$ cat src/rtl/ro_arbiter.sv
// ro_arbiter: round-robin readout scheduler for CHAN digitizer buffers.
// Grants one triggered channel at a time and writes a header word followed
// by `howmany` data words into the shared FIFO, with a 1-entry skid register
// so backpressure never loses an in-flight channel word.
// Optional build macro: RO_ARB_DROPCNT_EN adds the DROP_CNT retrigger counter.
module ro_arbiter #(
    parameter int CHAN  = 8,
    parameter int WIDTH = 16,
    parameter int SIZE  = 8,
    parameter int BCW   = 12
) (
    input  logic                    CLK,
    input  logic                    RST,
    input  logic [CHAN-1:0]         TRIGGER,
    input  logic [CHAN-1:0]         DAVAIL,
    input  logic [SIZE-1:0]         howmany,
    input  logic [BCW-1:0]          BC,
    input  logic [WIDTH*CHAN-1:0]   CH_DOUT,
    output logic [CHAN-1:0]         RD_REQUEST,
    output logic [WIDTH-1:0]        FIFO_DIN,
    output logic                    FIFO_WR_EN,
    input  logic                    FIFO_FULL,
    output logic [$clog2(CHAN)-1:0] GRANT_CH,
`ifdef RO_ARB_DROPCNT_EN
    output logic [15:0]             DROP_CNT,
`endif
    output logic                    BUSY
);

    localparam int LW = $clog2(CHAN);

    typedef enum logic [1:0] {IDLE, HDR, DATA, DONE} state_t;

    state_t            state;
    logic [CHAN-1:0]   pend, elig, clr;
    logic [LW-1:0]     rr_next, sel, idx;
    logic [SIZE-1:0]   cnt, rd_cnt, wr_cnt;
    logic              inflight, skid_vld, rearm;
    logic [WIDTH-1:0]  skid, ch_word;
    logic              rd_go, hdr_wr, dat_wr, wr_last;

    assign elig    = pend & DAVAIL;
    assign ch_word = CH_DOUT[GRANT_CH*WIDTH +: WIDTH];
    assign BUSY    = (state != IDLE);

    // rr_next holds (last grant + 1); reset 0 means channel 0 is searched first
    always_comb begin
        sel = rr_next;
        idx = '0;
        for (int k = CHAN - 1; k >= 0; k--) begin
            idx = rr_next + LW'(k);
            if (elig[idx]) sel = idx;
        end
    end

    // read/write strobes; skid drains before any new read is issued
    always_comb begin
        rd_go   = (state == DATA) && (rd_cnt < cnt) && !skid_vld && !FIFO_FULL;
        hdr_wr  = (state == HDR) && !FIFO_FULL;
        dat_wr  = (state == DATA) && (inflight || skid_vld) && !FIFO_FULL;
        wr_last = dat_wr && ((wr_cnt + SIZE'(1)) == cnt);
        RD_REQUEST = '0;
        if (rd_go) RD_REQUEST[GRANT_CH] = 1'b1;
        FIFO_WR_EN = hdr_wr || dat_wr;
        FIFO_DIN   = '0;
        if (hdr_wr)      FIFO_DIN = WIDTH'({1'b0, GRANT_CH, BC});
        else if (dat_wr) FIFO_DIN = skid_vld ? skid : ch_word;
    end

    // pend clear in DONE is suppressed if the channel retriggered during service
    always_comb begin
        clr = '0;
        if (state == DONE && !rearm) clr[GRANT_CH] = 1'b1;
    end

    // pending flags: set wins over clear
    always_ff @(posedge CLK or negedge RST) begin
        if (!RST) pend <= '0;
        else      pend <= (pend & ~clr) | TRIGGER;
    end

    // scheduler FSM with word counters and skid register
    always_ff @(posedge CLK or negedge RST) begin
        if (!RST) begin
            state    <= IDLE;
            GRANT_CH <= '0;
            rr_next  <= '0;
            cnt      <= '0;
            rd_cnt   <= '0;
            wr_cnt   <= '0;
            inflight <= 1'b0;
            skid_vld <= 1'b0;
            skid     <= '0;
            rearm    <= 1'b0;
        end else begin
            inflight <= rd_go;
            if (inflight && FIFO_FULL) begin
                skid     <= ch_word;
                skid_vld <= 1'b1;
            end else if (skid_vld && !FIFO_FULL) begin
                skid_vld <= 1'b0;
            end
            case (state)
                IDLE: if (|elig) begin
                    GRANT_CH <= sel;
                    rr_next  <= sel + LW'(1);
                    cnt      <= howmany;
                    rd_cnt   <= '0;
                    wr_cnt   <= '0;
                    rearm    <= 1'b0;
                    state    <= HDR;
                end
                HDR: begin
                    if (TRIGGER[GRANT_CH]) rearm <= 1'b1;
                    if (!FIFO_FULL) state <= (cnt == '0) ? DONE : DATA;
                end
                DATA: begin
                    if (TRIGGER[GRANT_CH]) rearm <= 1'b1;
                    if (rd_go)   rd_cnt <= rd_cnt + SIZE'(1);
                    if (dat_wr)  wr_cnt <= wr_cnt + SIZE'(1);
                    if (wr_last) state  <= DONE;
                end
                default: state <= IDLE;
            endcase
        end
    end

`ifdef RO_ARB_DROPCNT_EN
    logic [CHAN-1:0] trig_q, rise, svc, drop_hit;
    logic [LW:0]     n_drop;
    logic [16:0]     drop_sum;

    assign rise     = TRIGGER & ~trig_q;
    assign drop_hit = rise & (pend | svc);
    assign drop_sum = {1'b0, DROP_CNT} + 17'(n_drop);

    // granted-channel mask while in service, and number of dropped retriggers
    always_comb begin
        svc = '0;
        if (state != IDLE) svc[GRANT_CH] = 1'b1;
        n_drop = '0;
        for (int i = 0; i < CHAN; i++) n_drop = n_drop + (LW+1)'(drop_hit[i]);
    end

    // saturating retrigger counter
    always_ff @(posedge CLK or negedge RST) begin
        if (!RST) begin
            trig_q   <= '0;
            DROP_CNT <= '0;
        end else begin
            trig_q   <= TRIGGER;
            DROP_CNT <= drop_sum[16] ? 16'hFFFF : drop_sum[15:0];
        end
    end
`endif

endmodule

$ cat config.mk
export PLATFORM = sky130hd
export DESIGN_NAME = ro_arbiter
export DESIGN_NICKNAME = d
export VERILOG_FILES = /design/src/rtl/ro_arbiter.sv
export SDC_FILE = /design/constraint.sdc
export NUM_CORES = 1
export LEC_CHECK = 0
export CAP_MARGIN = 20
export CELL_PAD_IN_SITES_DETAIL_PLACEMENT = 0
export CELL_PAD_IN_SITES_GLOBAL_PLACEMENT = 1
export CORE_AREA = 3 3 131 133
export DETAILED_ROUTE_END_ITERATION = 7
export DIE_AREA = 0 0 134 136
export HOLD_SLACK_MARGIN = 0.06
export PLACE_DENSITY_LB_ADDON = 0.3
export SYNTH_ARGS = -nofsm -noshare
export SYNTH_HDL_FRONTEND = slang
export SYNTH_SLANG_ARGS = --single-unit
$ cat constraint.sdc
create_clock -name CLK -period 4.3 [get_ports CLK]
set_input_delay 0.86 -clock CLK [delete_from_list [all_inputs] [get_ports CLK]]
set_output_delay 0.86 -clock CLK [all_outputs]
set_load 0.005 [all_outputs]
==> out/metrics.yaml <==
finish:
  area_growth_pct: 49.60
  layout-drive-gt1-share_pct: 10.56
  finalNonFillerCells: 1059
  multi_input_area_sq_um: 3525
  fill_cells: 1526
  fin_nets: 1021
  seqCellArea_sq_um: 1476
  fin_util_pct: 49.38
  num_antenna_cells: 0
route:
  dr.first_iter.drc_count: 615
  drc: 0
  ant_nets: 0
  wl_met3_um: 1747
  first_pass_iters: 6
  wl_met1_um: 9362
  viasPerCell: 5.633
  dr_total_vias: 5965
  drt_wl_total_um: 21960
  avgRoutedWirePerCell_um: 20.74
  top_layer: "met4"
  route.met2.wl_um: 10510
sta:
  fin_skew_ns: 0.009570
  layout_min_cycle_time_ns: 4.021
  setup_tns_ns: 0
  fmax_mhz: 248.7
  period_share_pct: 93.51
  drv_slew: 0
  hold_viol: 0
  rsz0062_at_grt: "false"
  slew_headroom_pct: 43.24
  final-setup-viol-count: 0
  worst_pin_slew_ns: 0.8514
synth:
  yosysWarnings: 0
  syn_avg_cell_area_sq_um: 8.210
  yosys-top-cells-area: "dfrtp_1 28%, a22oi_1 5.8%, a21oi_1 4.7%"
  yosys.area.top_type_share_pct: 28.06
  synth_ff_type: "dfrtp_1"
  syn_nets: 824
  ys_top_cells_by_count: "64 x nand2_1, 59 x dfrtp_1, 59 x nor2_1"
  async_flop_share_pct: 100.0
  seq_area_frac_synth_pct: 28.06
  synth.cell_area_sq_um: 5263
  yosysMostFrequentCell: "nand2_1"
  ys_ff_latch: 59
  ys_types: 72
  yosysTopAreaCell: "dfrtp_1"
  syn_inst: 641
  synth_edf_count: 0
critical_path:
  worstPathRequired_ns: 3.44
  crit_path_cell_trace: "inv_1, ha_1, nand2b_1, or3_1, o21bai_1, nor4_1, clkdlybuf4s50_1"
  timing.rr.end: "rr_next[2]"
  critPathTopFamily: "simple AND/OR/NAND/NOR gates"
  reg2reg_depth: 11
  worstSetupPathType: "reg -> out"
  slowest_stage: "clkdlybuf4s50_1"
  reg2reg_slack_ns: 0.60
  max_stage_delay_ns: 0.60
  worstSetupEndpointType: "output port"
  cp-start-kind: "register"
  regToRegStartpoint: "rr_next[0]"
  cp.buffers_inverters: 2
  crit_fanout: 16
  arrival_ns: 3.16
global_routing:
  grt_overflow_total: 0
  grt_antenna_before_repair: 0
  grt_max_degree: 36
  first_global_vias: 5726
  grt_usage_pct: 23.11
  grt_pass1_wl_um: 32750
pwr:
  p_total_w: 0.005348
  max-vdd-ir-drop_uv: 325.0
  p_per_area_nw_per_um2: 679.3
  p_leak_nw: 3.099
clock_network:
  cts_root_buf: "clkbuf_16"
  h-tree-depth: 3
  tritoncts: "yes"
  ctsResizeCount: 0
  clockBufferDepth: 2
  numCtsBuffers: 9
  cts_num_sinks: 59
  clk_latency_ns: 0.34
  path_clk_slew_ns: 0.05
  post_cts_buffers: 0
  hold_buffers: 0
status:
  outcome: "complete, no violations"
floorplan:
  io_pins: 196
  die_area_sq_um: 18220
  core_sq_um: 15940
  rows: 46
  die_y_um: 136
  die_w_um: 134
  initial_core_util_pct: 33.01
min_path:
  hold_end: "rearm"
  holdCritPathClass: "reg -> reg"
  whs_path_depth: 2
  hp-start: "rearm"
place:
  dp_cells: 1042
  io_buffer_count: 195
  dp_hpwl_um: 17450
  gp_congestion: 0.9774
job:
  max_cap_violations: 0
-- where the power goes --
| part | leakage [nW] | switching, W | total (W) | internal (W) |
|---|---|---|---|---|
| combinational | 2.25 | 0.00200 | 0.00363 | 0.00163 |
| clock | 0.155 | 0.000251 | 0.000744 | 0.000493 |
| sequential | 0.699 | 0.000222 | 0.000976 | 0.000754 |
| total | 3.10 | 0.00247 | 0.00535 | 0.00287 |
-- metrics by stage --
step           setup WS, ns  area, sq um  hold slack (ns)
6_report             0.2792         7873           0.5191
3_3_place_gp         0.4166         7533           0.4928
2_1_floorplan        0.8494         5263           0.4725
4_1_cts              0.2757         7848           0.5116
5_1_grt             0.03940         7873           0.5611
3_5_place_dp         0.4061         7533           0.5007
-- cells by family (layout without fill, tap and decap cells) --
| family | Yosys count | after routing | synth area share, % |
|---|---|---|---|
| buf+inv | 61 | 263 | 4.969 |
| mux | 25 | 25 | 7.370 |
| xor+xnor | 18 | 18 | 3.139 |
| simple gates | 231 | 231 | 22.33 |
| fa+ha+maj | 16 | 16 | 3.804 |
| compound gates | 231 | 231 | 30.34 |
| flops | 59 | 59 | 28.06 |
-- final cells by class --
cell class,count,share of cell area (%)
tap,216,3.433
timing repair buffer,229,28.19
clock buffer,12,3.385
sequential,59,18.75
clock inverter,4,0.6039
multi-input combinational,521,44.77
inverter,18,0.8582
-- cell usage in the layout (no fill, tap or decap), types with 16 or more instances in the layout --
cell type and instances:
clkdlybuf4s50_1 194, nand2_1 64, dfrtp_1 59, nor2_1 59, a21oi_1 49, a22oi_1 41
o21ai_0 41, buf_4 33, nand3_1 20, and3_1 17, a22o_1 16, ha_1 16
-- state kept, by name (all words and copies together), names as in the netlist --
name and count:
skid 16, rd_cnt 8, rr_next 3, wr_cnt 8, GRANT_CH 3, inflight 1
pend 8, cnt 8, skid_vld 1, rearm 1, state 2
-- per-layer routing --
metal | up-vias | track usage, %
li1 | 2799 | -
met1 | 2882 | 31.16
met2 | 256 | 37.28
met3 | 28 | 5.736
met4 | 0 | 5.886
met5 | - | 0
-- worst register-to-register path, cell delays in order, from the launching register on --
cell	delay (ns)
dfrtp_1	0.56
inv_2	0.19
ha_1	0.31
xor2_1	0.40
mux4_1	0.69
a211oi_2	0.30
o31ai_1	0.14
a21oi_1	0.18
xnor2_1	0.14
ha_1	0.19
or3b_1	0.34
o221ai_1	0.17
-- how the worst max path moves through the flow --
stage	startpoint	end	slack, ns	cells after the start
finish	state[0]	RD_REQUEST[0]	0.28	7
global placement	FIFO_FULL	RD_REQUEST[0]	0.42	6
floorplan	rr_next[1]	rr_next[2]	0.85	12
global route	state[0]	RD_REQUEST[0]	0.04	7
detailed placement	FIFO_FULL	RD_REQUEST[0]	0.41	6
CTS	state[0]	RD_REQUEST[0]	0.28	7
No activity file was read; power rests on OpenSTA's default activity.
